==> src/rtl/pipeline_hazard_ctrl_pkg.sv <==
// Shared definitions for the pipeline hazard controller: FSM state encodings
// and the load-use hazard detect helper.
package pipeline_hazard_ctrl_pkg;

    typedef enum logic {
        RUN      = 1'b0,
        MDU_WAIT = 1'b1
    } ctrl_state_e;

    localparam logic [4:0] REG_X0 = 5'd0;

    // A load result reaches ID too late for forwarding only when a live source matches a non-zero rd.
    function automatic logic load_use_hit(
        input logic       mem_read,
        input logic [4:0] rd,
        input logic [4:0] rs1,
        input logic [4:0] rs2,
        input logic       uses_rs1,
        input logic       uses_rs2
    );
        return mem_read && (rd != REG_X0) &&
               ((uses_rs1 && (rs1 == rd)) || (uses_rs2 && (rs2 == rd)));
    endfunction

endpackage

==> src/rtl/pipeline_hazard_ctrl_sat_cnt.sv <==
// Saturating up-counter with synchronous clear, used for pipeline perf events.
module pipe_ctrl_sat_cnt #(
    parameter int CNT_W = 32
) (
    input  logic             clk,
    input  logic             rst_n,
    input  logic             inc,
    input  logic             clr,
    output logic [CNT_W-1:0] count
);

    // Holds at all-ones instead of wrapping so a long run never reads as a small value.
    always_ff @(posedge clk or negedge rst_n) begin
        if (!rst_n) begin
            count <= '0;
        end else if (clr) begin
            count <= '0;
        end else if (inc && (count != {CNT_W{1'b1}})) begin
            count <= count + CNT_W'(1);
        end
    end

endmodule

==> src/rtl/pipeline_hazard_ctrl.sv <==
// Stall/flush sequencer for the 5-stage RV32 pipeline (load-use, redirect, MDU).
// Performance counters are built only when PIP E_CTRL_PERF_EN is defined: PIPE_CTRL_PERF_EN.
module pipeline_hazard_ctrl
    import pipeline_hazard_ctrl_pkg::*;
#(
    parameter int MDU_MAX_CYCLES = 34,
    parameter int CNT_W          = 32
) (
    input  logic             clk,
    input  logic             rst_n,
    input  logic [4:0]       id_rs1,
    input  logic [4:0]       id_rs2,
    input  logic             id_uses_rs1,
    input  logic             id_uses_rs2,
    input  logic [4:0]       id_ex_rd,
    input  logic             id_ex_memRead,
    input  logic             id_ex_mdu_op,
    input  logic             ex_redirect,
    input  logic             mdu_done,
    output logic             pc_write,
    output logic             if_id_write,
    output logic             id_ex_write,
    output logic             if_id_flush,
    output logic             id_ex_flush,
    output logic             ex_mem_bubble,
    output logic             mdu_start,
    output logic             mdu_timeout,
    output logic [CNT_W-1:0] cnt_load_stall,
    output logic [CNT_W-1:0] cnt_flush,
    output logic [CNT_W-1:0] cnt_mdu_cycles
);

    localparam int WAIT_W = $clog2(MDU_MAX_CYCLES + 1);

    ctrl_state_e       state;
    ctrl_state_e       state_next;
    logic [WAIT_W-1:0] wait_cnt;
    logic              timeout_set;
    logic              load_use;
    logic              ev_load_stall;
    logic              ev_flush;
    logic              ev_mdu_cycle;

    logic raw_pc_write;
    logic raw_if_id_write;
    logic raw_id_ex_write;
    logic raw_if_id_flush;
    logic raw_id_ex_flush;
    logic raw_bubble;
    logic raw_mdu_start;

    assign load_use = load_use_hit(id_ex_memRead, id_ex_rd, id_rs1, id_rs2,
                                   id_uses_rs1, id_uses_rs2);

    always_ff @(posedge clk or negedge rst_n) begin
        if (!rst_n) begin
            state <= RUN;
        end else begin
            state <= state_next;
        end
    end

    // Counts wait cycles of the current MDU op; the start cycle is spent in RUN and excluded.
    always_ff @(posedge clk or negedge rst_n) begin
        if (!rst_n) begin
            wait_cnt <= '0;
        end else if (state == RUN) begin
            wait_cnt <= '0;
        end else if (!mdu_done) begin
            wait_cnt <= wait_cnt + WAIT_W'(1);
        end
    end

    always_ff @(posedge clk or negedge rst_n) begin
        if (!rst_n) begin
            mdu_timeout <= 1'b0;
        end else if (timeout_set) begin
            mdu_timeout <= 1'b1;
        end
    end

    always_comb begin
        state_next      = state;
        raw_pc_write    = 1'b1;
        raw_if_id_write = 1'b1;
        raw_id_ex_write = 1'b1;
        raw_if_id_flush = 1'b0;
        raw_id_ex_flush = 1'b0;
        raw_bubble      = 1'b0;
        raw_mdu_start   = 1'b0;
        timeout_set     = 1'b0;
        ev_load_stall   = 1'b0;
        ev_flush        = 1'b0;
        ev_mdu_cycle    = 1'b0;

        case (state)
            RUN: begin
                if (ex_redirect) begin
                    raw_if_id_flush = 1'b1;
                    raw_id_ex_flush = 1'b1;
                    ev_flush        = 1'b1;
                end else if (id_ex_mdu_op) begin
                    raw_mdu_start   = 1'b1;
                    raw_pc_write    = 1'b0;
                    raw_if_id_write = 1'b0;
                    raw_id_ex_write = 1'b0;
                    raw_bubble      = 1'b1;
                    state_next      = MDU_WAIT;
                end else if (load_use) begin
                    raw_pc_write    = 1'b0;
                    raw_if_id_write = 1'b0;
                    raw_id_ex_flush = 1'b1;
                    ev_load_stall   = 1'b1;
                end
            end
            MDU_WAIT: begin
                ev_mdu_cycle = 1'b1;
                if (mdu_done) begin
                    state_next = RUN;
                end else begin
                    raw_pc_write    = 1'b0;
                    raw_if_id_write = 1'b0;
                    raw_id_ex_write = 1'b0;
                    raw_bubble      = 1'b1;
                    if (wait_cnt == WAIT_W'(MDU_MAX_CYCLES - 1)) begin
                        timeout_set = 1'b1;
                        state_next  = RUN;
                    end
                end
            end
            default: begin
                state_next = RUN;
            end
        endcase
    end

    // Controls are forced inactive for as long as rst_n is held low, not just at the next edge.
    always_comb begin
        pc_write      = rst_n & raw_pc_write;
        if_id_write   = rst_n & raw_if_id_write;
        id_ex_write   = rst_n & raw_id_ex_write;
        if_id_flush   = rst_n & raw_if_id_flush;
        id_ex_flush   = rst_n & raw_id_ex_flush;
        ex_mem_bubble = rst_n & raw_bubble;
        mdu_start     = rst_n & raw_mdu_start;
    end

`ifdef PIPE_CTRL_PERF_EN
    pipe_ctrl_sat_cnt #(.CNT_W(CNT_W)) u_cnt_load_stall (
        .clk   (clk),
        .rst_n (rst_n),
        .inc   (ev_load_stall),
        .clr   (1'b0),
        .count (cnt_load_stall)
    );

    pipe_ctrl_sat_cnt #(.CNT_W(CNT_W)) u_cnt_flush (
        .clk   (clk),
        .rst_n (rst_n),
        .inc   (ev_flush),
        .clr   (1'b0),
        .count (cnt_flush)
    );

    pipe_ctrl_sat_cnt #(.CNT_W(CNT_W)) u_cnt_mdu_cycles (
        .clk   (clk),
        .rst_n (rst_n),
        .inc   (ev_mdu_cycle),
        .clr   (1'b0),
        .count (cnt_mdu_cycles)
    );
`else
    logic perf_events_unused;
    assign perf_events_unused = ev_load_stall ^ ev_flush ^ ev_mdu_cycle;
    assign cnt_load_stall     = '0;
    assign cnt_flush          = '0;
    assign cnt_mdu_cycles     = '0;
`endif

endmodule

==> config.mk <==
export PLATFORM = sky130hd
export DESIGN_NAME = pipeline_hazard_ctrl
export DESIGN_NICKNAME = d
export VERILOG_FILES = /design/src/rtl/pipeline_hazard_ctrl_pkg.sv /design/src/rtl/pipeline_hazard_ctrl_sat_cnt.sv /design/src/rtl/pipeline_hazard_ctrl.sv
export SDC_FILE = /design/constraint.sdc
export NUM_CORES = 1
export LEC_CHECK = 0
export BUFFER_PORTS_ARGS = -buffer_cell sky130_fd_sc_hd__buf_2
export CAP_MARGIN = 20
export CORE_ASPECT_RATIO = 1.2
export CORE_MARGIN = 1.5
export CORE_UTILIZATION = 40
export DETAILED_ROUTE_END_ITERATION = 8
export PLACE_DENSITY = 0.87
export SLEW_MARGIN = 10
export SYNTH_ARGS = -nofsm -noshare
export SYNTH_HDL_FRONTEND = slang
export SYNTH_SLANG_ARGS = --single-unit
export TNS_END_PERCENT = 5
==> constraint.sdc <==
create_clock -name clk -period 3 [get_ports clk]
set_clock_uncertainty 0.15 [all_clocks]
set_input_delay 0.75 -clock clk [delete_from_list [all_inputs] [get_ports clk]]
set_output_delay 0.75 -clock clk [all_outputs]
set_load 0.1 [all_outputs]
==> results_dict.tcl, run 1 <==
set metrics [dict create \
    grt_pass1_wl_um 2730 \
    hold_viol_final 0 \
    yosysTopAreaCell "buf_4" \
    period_needed_ns 2.97 \
    clockBufferDepth 2 \
    ys_top_cells_by_area "buf_4 55%, dfrtp_1 15%, xnor2_1 9.3%" \
    path_cells "buf_8 -> or4_4 -> o21a_4 -> a31oi_4 -> buf_12" \
    vdd_ir_drop_max_v 0.000399 \
    synth.avg_cell_area_um2 8.08 \
    synth_cell_types 26 \
    slowest_stage "or4_4" \
    path_max_fanout 3 \
    timing_worst_setup_path_type "in2out" \
    worstPathRequired_ns 2.10 \
    ys_ff_latch 8 \
    path_buf_inv 2 \
    dr.pass1.iters 4 \
    synth_top_cell_area_share_pct 55.3 \
    final_cell_count_no_fill 230 \
    postCtsSetupRepairBufs 0 \
    synthTopCellsByCount "97 x buf_4, 14 x xnor2_1, 8 x dfrtp_1" \
    r2r_slack_ns 1.59 \
    grt_max_degree 12 \
    htreeDepth 1 \
    synth-compound-area-share_pct 3.71 \
    max_freq_mhz 337 \
    area_growth_pct -4.18 \
    synth_top_family_by_area "buffers and inverters" \
    rsz0062_at_grt "true" \
    n_antenna_cell 0 \
    power.density_nw_per_um2 685 \
    ys_seq_area_share_pct 15.2 \
    start_util_pct 42.3 \
    gp_congestion 0.753 \
    cts-root-buf "clkbuf_4" \
    drv_cap 0 \
    dieWidth_um 55.4 \
    core_um2 3110 \
    drc 0 \
    synthMuxAreaShare_pct 0 \
    drt_iter0_drc 14 \
    io_buffers 30 \
    fin_util_pct 40.5 \
    synthAdderAreaFrac_pct 1.90 \
    drive_above_1_share_pct 19.6 \
    wl_per_cell_um 8.47 \
    ys_async_sr_fraction_pct 100 \
    num_io_pins 127 \
    syn_inst 163 \
    grtUsageTotal_pct 9.67 \
    status "complete, no violations" \
    cp-end-kind "output pin" \
    hold_path.class "in2async" \
    grt_pass1_vias 633 \
    period_share_pct 98.9 \
    drv_slew 0 \
    cts_sinks 8 \
    cp-start-kind "input port" \
    grt.overflow.total 0 \
    r2r_cells 5 \
    antenna_found_initial 0 \
    synth_edf_count 0 \
    ant_nets 0 \
    dp.cells 227 \
    cts_inserted_buffers 3 \
    cpPeakStageDelay_ns 0.53 \
    routed_wl_um 1950 \
    fp.dieArea_um2 3650 \
    cts_hold_buffers 0 \
    hpwl_um 1700 \
    cp.depth 5 \
    insertion_delay_ns 0.26 \
    p_leak_nw 0.736 \
    synth_xor_xnor_area_share_pct 9.98 \
    synthSimpleGateAreaFrac_pct 12.5 \
    crit_family "simple AND/OR/NAND/NOR gates" \
    cts_tree "done" \
    setup_viol 0 \
    fp-row-count 22 \
    yosysMostFrequentCell "buf_4" \
    synth_flop_cell "dfrtp_1" \
    die_h_um 65.8 \
    via_count 823 \
    ys_warn_count 0 \
    vias_per_cell 3.58 \
    num-nets-final 221 \
    syn-cell-area_um2 1320 \
    arrival_ns 2.07 \
    clkTransAtPathRegs_ns 0.05 \
]
-- what timing repair did --
item | CTS | global route
resized for setup | 2 | 7
endpoints found under the setup margin | 2 | 3
pin swaps | 0 | 3
-- metal layers --
metal | track usage [%] | vias to the layer above | wire [um]
met5 | 0 | - | 0
met4 | 6.40 | 0 | 38
met3 | 1.37 | 5 | 184
met2 | 18.6 | 70 | 1150
met1 | 9.58 | 370 | 579
li1 | - | 378 | -
-- layout make-up --
class                      instances  area, um^2
clock buffer                       3        22.5
timing repair buffer              31         221
inverter                           3        11.3
tap                               36        45.0
sequential                         8         200
multi-input combinational        149         761
fill                             328        1850
-- cells by family after synthesis --
logic type                 Yosys count
DFF                                  8
other                                1
buffers and inverters              101
and+or+nand+nor                     29
adders and majority gates            2
AOI/OAI and AO/OA                    7
xor gates and xnor gates            15
-- registers in the layout, summed over array words and instances, names as in the netlist --
register,cells
wait_cnt,6
state,1
mdu_timeout,1
-- report_power, final --
part	total [mW]	internal [mW]	leakage (nW)	switching, mW
clock	0.0847	0.0459	0.0138	0.0388
sequential	0.117	0.111	0.110	0.00591
combinational	0.662	0.0525	0.612	0.610
-- worst paths after layout --
check,start,endpoint
min,rst_n,wait_cnt[0]
max reg2reg,wait_cnt[0],wait_cnt[4]
min reg2reg,mdu_timeout,mdu_timeout
max,id_ex_rd[3],pc_write
min in group clk,mdu_timeout,mdu_timeout
max in group asynchronous,rst_n,wait_cnt[5]
-- cells in the final DEF, fill, tap and decap left out --
| master | n |
|---|---|
| and2_1 | 5 |
| buf_8 | 1 |
| nand3_1 | 2 |
| inv_1 | 3 |
| ha_1 | 2 |
| o22ai_1 | 1 |
| and4b_1 | 1 |
| a31oi_4 | 1 |
| nor2b_1 | 4 |
| clkbuf_4 | 3 |
| dfrtp_1 | 8 |
| xor2_1 | 1 |
| nand4_1 | 2 |
| buf_6 | 1 |
| buf_4 | 2 |
| conb_1 | 96 |
| or4_4 | 1 |
| a31o_1 | 1 |
| buf_12 | 3 |
| xnor2_1 | 14 |
| o21bai_1 | 1 |
| nor4_1 | 1 |
| nor3b_2 | 1 |
| buf_2 | 24 |
| o21ai_0 | 1 |
| nand2_1 | 5 |
| o21a_4 | 1 |
| nor2_1 | 4 |
| nand2b_1 | 2 |
| nor3b_1 | 1 |
| a21o_1 | 1 |
-- through the flow --
| stage | hold slack, ns | TNS, ns | setup WS [ns] | power [mW] | area, um^2 |
|---|---|---|---|---|---|
| after detailed placement | 0.318 | -0.113 | -0.0568 | 0.773 | 1200 |
| after global routing | 0.273 | -0.0229 | -0.0119 | 0.888 | 1260 |
| final | 0.270 | 0 | 0.0327 | 0.864 | 1260 |
| after global placement | 0.305 | -0.0921 | -0.0462 | 0.771 | 1200 |
| after floorplan | 0.304 | -2.36 | -0.875 | 0.824 | 1680 |
| after CTS | 0.273 | 0 | 0.00312 | 0.861 | 1230 |
(Power assumes the default switching activity.)
==> run 2, diff against run 1 <==
==> constraint.sdc (replaced) <==
create_clock -name clk -period 3.73 [get_ports clk]
set_clock_uncertainty 0.15 [all_clocks]
set_input_delay 0.9325 -clock clk [delete_from_list [all_inputs] [get_ports clk]]
set_output_delay 0.9325 -clock clk [all_outputs]
set_load 0.1 [all_outputs]
==> run 2 against run 1 <==
  * Die area is the same
  * Global-route usage shrank 0.37 points
  * Wire length shrank 3.7%
  * Utilization shrank 2.0 points
  * Worst setup slack gained 0.29 ns
  * First-iteration DRC count shrank 14%
  * Non-clock buffer count shrank 1
  * Total power shrank 21%
  * Sequential cell count is the same
  * Sequential share of layout area grew 0.81 points
  * Critical path type unchanged
  * Largest cell class unchanged
  * Largest power group unchanged
==> results_dict.tcl, run 2 (same netlist as run 1, synthesis figures left out) <==
set metrics [dict create \
    grt_pass1_vias 608 \
    cp-end-kind "output pin" \
    drc 0 \
    core_um2 3110 \
    cpPeakStageDelay_ns 0.51 \
    max_freq_mhz 293 \
    fp-row-count 22 \
    grt_max_degree 12 \
    cp-start-kind "input port" \
    cts_tree "done" \
    status "complete, no violations" \
    routed_wl_um 1880 \
    clockBufferDepth 2 \
    grtUsageTotal_pct 9.31 \
    tns_ns 0 \
    drv_cap 0 \
    hpwl_um 1690 \
    p_leak_nw 0.717 \
    power.density_nw_per_um2 569 \
    num_io_pins 127 \
    final_common_cell "conb_1" \
    insertion_delay_ns 0.25 \
    ctsResizeCount 0 \
    arrival_ns 2.33 \
    ant_nets 0 \
    gp_congestion 0.756 \
    grt_pass1_wl_um 2620 \
    period_needed_ns 3.41 \
    final_cell_count_no_fill 229 \
    start_util_pct 42.3 \
    dp.cells 226 \
    clkTransAtPathRegs_ns 0.05 \
    via_count 817 \
    dr.pass1.iters 4 \
    wl_per_cell_um 8.20 \
    drv_slew 0 \
    antenna_found_initial 0 \
    drive_above_1_share_pct 18.1 \
    largest_register_ffs 6 \
    num-nets-final 220 \
    io_buffers 30 \
    timing_worst_setup_path_type "in2out" \
    layout_common_cells "96 x conb_1, 28 x buf_2, 14 x xnor2_1, 8 x dfrtp_1" \
    period_share_pct 91.4 \
    slowest_stage "or4_1" \
    vias_per_cell 3.57 \
    cts-root-buf "clkbuf_4" \
    htreeDepth 1 \
    path_max_fanout 3 \
    path_cells "buf_2 -> or4_1 -> o21a_1 -> a31oi_2 -> buf_12" \
    dieWidth_um 55.4 \
    drt_iter0_drc 12 \
    vdd_ir_drop_max_v 0.000321 \
    hold_viol_final 0 \
    grt.overflow.total 0 \
    rsz0062_at_grt "false" \
    hold_path.class "reg2reg" \
    n_antenna_cell 0 \
    die_h_um 65.8 \
    area_growth_pct -8.84 \
    worstPathRequired_ns 2.65 \
    postCtsSetupRepairBufs 0 \
    largestRegisters "wait_cnt (6), mdu_timeout (1), state (1)" \
    regMostFlops "wait_cnt" \
    fp.dieArea_um2 3650 \
    cts_inserted_buffers 3 \
    setup_viol 0 \
    cts_sinks 8 \
    n_fill_cell 340 \
    cts_hold_buffers 0 \
]
## run 2: cell count changes in the layout (fill, tap and decap cells not counted), sizes merged
cell / change
buf: -1
## run 2: metrics by stage
stage	utilization (%)	worst slack, ns	cell area (um^2)	power (mW)	hold WS (ns)
6_report	38.6	0.322	1200	0.683	0.320
5_1_grt	38.6	0.275	1200	0.703	0.339
4_1_cts	38.6	0.309	1200	0.686	0.327
3_5_place_dp	37.9	0.309	1180	0.618	0.309
2_1_floorplan	-	-0.510	1680	0.662	0.406
3_3_place_gp	37.9	0.320	1180	0.616	0.303
## run 2: report_power, final
part	internal [mW]	switching, mW	leakage, nW
clock	0.0368	0.0292	0.0138
sequential	0.0896	0.00463	0.110
combinational	0.0355	0.488	0.594
## run 2: worst paths after layout
check	depth (start not counted)	start	end	slack (ns)
min in group asynchronous	1	rst_n	wait_cnt[0]	0.39
max reg2reg	5	wait_cnt[0]	wait_cnt[4]	2.34
min	1	mdu_timeout	mdu_timeout	0.32
max in group asynchronous	1	rst_n	state	2.85
min reg2reg	1	mdu_timeout	mdu_timeout	0.32
max	5	id_ex_rd[1]	pc_write	0.32
## run 2: final cells by class
class | count | area (um^2) | share of cell area [%]
timing repair buffer | 30 | 180 | 15.0
multi-input combinational | 149 | 741 | 61.7
clock buffer | 3 | 22.5 | 1.88
tap | 36 | 45.0 | 3.75
sequential | 8 | 200 | 16.7
inverter | 3 | 11.3 | 0.938
## run 2: metal layers
layer / track usage [%] / routed length [um]
met1: 8.76 / 562
met3: 0.978 / 186
met2: 18.6 / 1110
met4: 6.40 / 14
met5: 0 / 0
## run 2: critical path: cells and delay by family
family	cells	cell delay, ns
AOI/OAI and AO/OA	2	0.53
buffers and inverters	2	0.34
and+or+nand+nor	1	0.51
